`src/rtl/cache_refill_controller.sv`:
```
// Hit-lookup / burst-refill sequencer for a direct-mapped cache, with refill timeout.
// Optional hit/miss statistics counters are enabled by defining CACHE_STATS_EN.
module cache_refill_controller #(
    parameter int unsigned LINE_WORDS     = 4,
    parameter int unsigned IDX_W          = 2,
    parameter int unsigned TIMEOUT_CYCLES = 16,
    parameter int unsigned STAT_W         = 16
) (
    input  logic              clk,
    input  logic              rst,
    input  logic              reqValid,
    output logic              reqReady,
    input  logic              miss,
    input  logic              memAck,
    output logic              memRead,
    output logic [IDX_W-1:0]  wordIdx,
    output logic              regWrite,
    output logic              tagWrite,
    output logic              outSel,
    output logic              outDataReady,
    output logic              increment,
    output logic              memError,
    output logic [STAT_W-1:0] hitCount,
    output logic [STAT_W-1:0] missCount
);

    localparam int unsigned TMR_W = (TIMEOUT_CYCLES > 0) ? $clog2(TIMEOUT_CYCLES + 1) : 1;
    localparam logic [IDX_W-1:0] LAST_IDX = IDX_W'(LINE_WORDS - 1);
    localparam logic [TMR_W-1:0] TMR_LAST = TMR_W'(TIMEOUT_CYCLES - 1);

    typedef enum logic [2:0] {
        S_IDLE, S_LOOKUP, S_REFILL, S_UPDATE, S_RESPOND, S_ERROR
    } state_t;

    state_t             state, state_nxt;
    logic [IDX_W-1:0]   word_idx, word_idx_nxt;
    logic [TMR_W-1:0]   timer, timer_nxt;
    logic               refilled, refilled_nxt;

    always_ff @(posedge clk or posedge rst) begin
        if (rst) begin
            state    <= S_IDLE;
            word_idx <= '0;
            timer    <= '0;
            refilled <= 1'b0;
        end else begin
            state    <= state_nxt;
            word_idx <= word_idx_nxt;
            timer    <= timer_nxt;
            refilled <= refilled_nxt;
        end
    end

    // Next-state logic; timer counts consecutive ack-less refill cycles.
    always_comb begin
        state_nxt    = state;
        word_idx_nxt = word_idx;
        timer_nxt    = timer;
        refilled_nxt = refilled;
        case (state)
            S_IDLE: begin
                if (reqValid) state_nxt = S_LOOKUP;
            end
            S_LOOKUP: begin
                if (miss) begin
                    state_nxt    = S_REFILL;
                    word_idx_nxt = '0;
                    timer_nxt    = '0;
                end else begin
                    state_nxt    = S_RESPOND;
                    refilled_nxt = 1'b0;
                end
            end
            S_REFILL: begin
                if (memAck) begin
                    timer_nxt = '0;
                    if (word_idx == LAST_IDX) begin
                        word_idx_nxt = '0;
                        state_nxt    = S_UPDATE;
                    end else begin
                        word_idx_nxt = word_idx + IDX_W'(1);
                    end
                end else if ((TIMEOUT_CYCLES != 0) && (timer == TMR_LAST)) begin
                    timer_nxt    = '0;
                    word_idx_nxt = '0;
                    state_nxt    = S_ERROR;
                end else begin
                    timer_nxt = timer + TMR_W'(1);
                end
            end
            S_UPDATE: begin
                refilled_nxt = 1'b1;
                state_nxt    = S_RESPOND;
            end
            S_RESPOND: state_nxt = S_IDLE;
            S_ERROR:   state_nxt = S_IDLE;
            default:   state_nxt = S_IDLE;
        endcase
    end

    // Moore outputs from registered state; regWrite alone follows memAck directly.
    assign reqReady     = (state == S_IDLE);
    assign memRead      = (state == S_REFILL);
    assign regWrite     = (state == S_REFILL) && memAck;
    assign wordIdx      = word_idx;
    assign tagWrite     = (state == S_UPDATE);
    assign outDataReady = (state == S_RESPOND);
    assign increment    = (state == S_RESPOND);
    assign outSel       = (state == S_RESPOND) && refilled;
    assign memError     = (state == S_ERROR);

`ifdef CACHE_STATS_EN
    logic [STAT_W-1:0] hit_cnt, miss_cnt;
    logic              hit_evt, miss_evt;

    assign hit_evt  = (state == S_LOOKUP) && !miss;
    assign miss_evt = (state == S_LOOKUP) && miss;

    // Saturating event counters.
    always_ff @(posedge clk or posedge rst) begin
        if (rst) begin
            hit_cnt  <= '0;
            miss_cnt <= '0;
        end else begin
            if (hit_evt && (hit_cnt != '1))   hit_cnt  <= hit_cnt + STAT_W'(1);
            if (miss_evt && (miss_cnt != '1)) miss_cnt <= miss_cnt + STAT_W'(1);
        end
    end

    assign hitCount  = hit_cnt;
    assign missCount = miss_cnt;
`else
    assign hitCount  = '0;
    assign missCount = '0;
`endif

endmodule

```
`config.mk`:
```
export PLATFORM = sky130hd
export DESIGN_NAME = cache_refill_controller
export DESIGN_NICKNAME = d
export VERILOG_FILES = /design/src/rtl/cache_refill_controller.sv
export SDC_FILE = /design/constraint.sdc
export NUM_CORES = 1
export LEC_CHECK = 0
export ABC_CLOCK_PERIOD_IN_PS = 3400
export CAP_MARGIN = 0
export CORE_MARGIN = 2
export CORE_UTILIZATION = 30
export CTS_CLUSTER_SIZE = 25
export DETAILED_ROUTE_END_ITERATION = 12
export SETUP_SLACK_MARGIN = 0.15
export SLEW_MARGIN = 20
export SYNTH_ARGS = -nofsm -noshare
export SYNTH_HDL_FRONTEND = slang
export SYNTH_SLANG_ARGS = --single-unit
```
`constraint.sdc`:
```
create_clock -name clk -period 3.4 [get_ports clk]
set_clock_uncertainty 0.1 [all_clocks]
set_input_delay 0.68 -clock clk [delete_from_list [all_inputs] [get_ports clk]]
set_output_delay 0.68 -clock clk [all_outputs]
set_load 0.005 [all_outputs]
```
== Yosys cells after proc, flatten, opt, wreduce, memory -nomap -nowiden ==
Index checks and enable logic that the tools add are counted.
Word-level totals
  register bits after elaboration: 11
  bits of input ports: 5
  logic and storage cells: 44
Operators by class
  add/subtract/negate cells: 2
  equality and inequality tests: 12
  mux-type cells: 17
  reduce and logical (&&, ||, !) cells: 9
Operators by type and width (count)
  3-bit 2-to-1 mux: 5
  5-bit 2-to-1 mux: 3
  3-bit case mux with 4 select lines: 1
  5-bit case mux with 2 select lines: 1
  2-bit 2-to-1 mux: 4
  3-bit by 2-bit equality test with 1-bit output (second input constant): 2
  3-bit equality test (second input constant): 2
  2-bit inequality test (second input constant): 3
  3-bit by 2-bit inequality test with 1-bit output (second input constant): 2
  3-bit AND reduction: 2
  5-bit by 1-bit adder with 5-bit output (second input constant): 1
  5-bit by 4-bit equality test with 1-bit output (second input constant): 1
  2-bit case mux with 2 select lines: 1
  2-bit AND reduction: 2
  2-bit nonzero test: 2
  3-bit by 1-bit equality test with 1-bit output (second input constant): 1
  3-bit logical NOT: 1
  2-bit by 1-bit adder with 2-bit output (second input constant): 1
  2-bit equality test (second input constant): 1
  1-bit logical AND: 2
  1-bit case mux with 2 select lines: 1
  1-bit 2-to-1 mux: 1

== Logic depth before layout (Yosys ltp) ==
  word-level depth: 4
  mapped depth: 5
  depth with buffers taken out: 4

== Least setup slack after synthesis ==
Ideal clock, no wire load.
  kind: register to output
  start: reg state[2]
  end: out regWrite
  arrival: 1.033 ns
  data required time: 2.620 ns
  path slack: 1.587 ns
  stages on the path, launching flop included: 4
  cells stage by stage: dfrtp_1 -> buf_6 -> nor3b_2 -> and2_1
Between the ends
  word-level cells in the longest chain between the ends: 2
RTL lines
  start, declared: RTL line 35  | state_t state, state_nxt;
  start signal, assigned: RTL line 47  | state <= state_nxt;
  3-bit by 2-bit equality test with 1-bit output
  via memRead: RTL line 15  | output logic memRead,
  1-bit logical AND: RTL line 104  | assign regWrite = (state == S_REFILL) && memAck;
  end, declared: RTL line 17  | output logic regWrite,
The timed path passes the listed nets, and every way through them passes these cells.

== Worst setup path after layout ==
  start: reg state[1]
  end: out regWrite
Between the ends
  word-level cells in the longest chain between the ends: 2
RTL lines (RTL line)
  3-bit by 2-bit equality test with 1-bit output: 104
  1-bit logical AND: 104
No other way between the ends.

==> results.ini <==
[sta]
fmax_mhz = 366
timing.final.crit_share_pct = 80.4
layout_min_cycle_time_ns = 2.73
slew_violations = 0
grt_setup_unrepaired = false
hold_violations = 0
setup_slack_ns = 0.665
finalSetupViolations = 0
finalSetupTns_ns = 0
fin_hold_ws_ns = 0.375

[placed_design]
io_buffers = 14
place_ws_ns = 0.674
post-dp-hpwl_mm = 1.11
gp_congestion = 0.718

[detailed_routing]
dr.first_iter.drc_count = 15
vias = 577
first_pass_iters = 4
wl_met3_microns = 156
highest_layer = met3
drtAntennaViolNets = 0
wl_per_cell_microns = 10.5
wl_met2_microns = 669
viasPerCell = 4.24
drc_errors = 0
wirelength_met1_microns = 601
drt-total-wl_mm = 1.43

[min_path]
min_to = refilled
hold_start = refilled
whs_path_depth = 1
hp-class = register to register

[floorplanning]
io_pins = 47
die_h_microns = 58.3
dieArea_sq_um = 3400
design.core.area_sq_um = 2780
fp.dieW_microns = 58.3
start_util_pct = 31.8
num_rows = 19

[clocking]
cts.repair.resized = 0
cts_setup_buffers = 0
clk_pin_slew_ns = 0.07
ctsHtreeMaxLevel = 1
cts_buffer_depth = 2
cts_tree = built
root_buffer = clkbuf_4
ctsHoldBuffers = 0
clk_latency_ns = 0.27
numCtsBuffers = 3
cts.sinks = 11

[synthesis]
synth_flop_cell = dfrtp_1
yosysWarnings = 0
syn-mean-instance-area_sq_um = 9.53
yosysSeqAreaShare_pct = 31.1
synth-edff-count = 0
synth_area_leaders = dfrtp_1 (31%), buf_4 (29%), nor3b_1 (3.4%)
ys_ff_latch = 11
netlist_area_sq_um = 886
syn_inst = 93
yosysUniqueCellTypes = 33
yosysTopAreaCellShare_pct = 31.1
synthArstFlopShare_pct = 100
yosysTopAreaCell = dfrtp_1

[cells_and_area]
drive_gt1_share_pct = 9.52
area_growth_pct = 5.08
n_antenna_cell = 0
postLayoutCoreUtil_pct = 33.5
nets = 113
final_common_cell = conb_1
layout_common_cells = conb_1 (32), clkdlybuf4s50_1 (14), dfrtp_1 (11)

[job]
drv_cap = 0

[power_and_ir_drop]
report.power.total_w = 0.000583
vdd_ir_drop_max_v = 0.000397
leakage_nw = 0.459
powerDensity_nw_per_um2 = 626

[worst_setup_path]
r2r_start = state[2]
crit_type = register to output pin
r2r_end = timer[0]
end_kind = output pin
crit_arrival_ns = 1.95
worst-r2r-cell-count = 3
critical_path.max_fanout = 11
required_ns = 2.62
r2r_slack_ns = 1.69
worstSetupStartpointType = register

[global_routing]
antenna_found_initial = 0
grt_max_degree = 12
grt_overflow = 0
grt_pass1_vias = 531
grt_pass1_wl_mm = 2.29
grt_util_all_layers_pct = 8.62

[outcome]
status = completed

## worst max-delay path, stage by stage (launching register included)
cell,delay [ns]
dfrtp_1,0.52
nor3b_2,0.43
and2_1,0.23
clkdlybuf4s50_1,0.51
## state kept, by name, indices dropped and copies added, names as in the netlist
name and cells:
timer 5, state 3, wordIdx 2, refilled 1
## per-layer routing
metal	track usage [%]	vias up
met5	0	-
li1	-	280
met4	0.997	0
met1	10.0	266
met2	14.9	31
met3	3.96	0
## area by class of cell
cell class | instances | area, sq um
repair buffers | 14 | 140
flip-flops and latches | 11 | 275
clock buffers | 4 | 26.3
fillers | 302 | 1850
multi-input cells | 73 | 439
well taps | 31 | 38.8
inverters | 3 | 11.3
## worst max path at each step
stage                     startpoint        to  slack [ns]
final                       state[1]  regWrite        0.67
after CTS                   state[1]  regWrite        0.65
after global routing        state[1]  regWrite        0.56
after global placement        memAck  regWrite        0.68
after detailed placement      memAck  regWrite        0.67
after floorplan             state[2]  regWrite        1.59
## report_power, final
| group | switching, W | internal (W) | total [W] |
|---|---|---|---|
| combinational | 0.000108 | 0.000154 | 0.000263 |
| clock | 0.0000438 | 0.0000454 | 0.0000893 |
| sequential | 0.0000585 | 0.000173 | 0.000231 |
## stage by stage
| step | area (sq um) | std cells |
|---|---|---|
| after detailed placement | 905 | 132 |
| after floorplan | 1000 | 124 |
| after CTS | 931 | 136 |
| after global placement | 905 | 132 |
| after global routing | 931 | 136 |
| final | 931 | 136 |
## Yosys cell counts (2+ instances only)
cell type,count
nor3_1,4
a21o_1,2
inv_1,3
buf_4,34
or3_1,2
a21oi_1,2
ha_1,2
mux2_2,2
and2_1,3
nor3b_1,4
a22o_1,2
dfrtp_1,11
buf_2,2
## cells by family (layout without fill, tap and decap cells)
family	count (synthesis)	after routing	synth area share (%)
mux	2	2	2.54
fa+ha+maj	2	2	2.82
simple gates	23	23	18.1
compound gates	14	14	12.6
flops	11	11	31.1
other cells	1	32	0.423
buf+inv	40	21	32.5
Power figures use the tool's default switching activity.
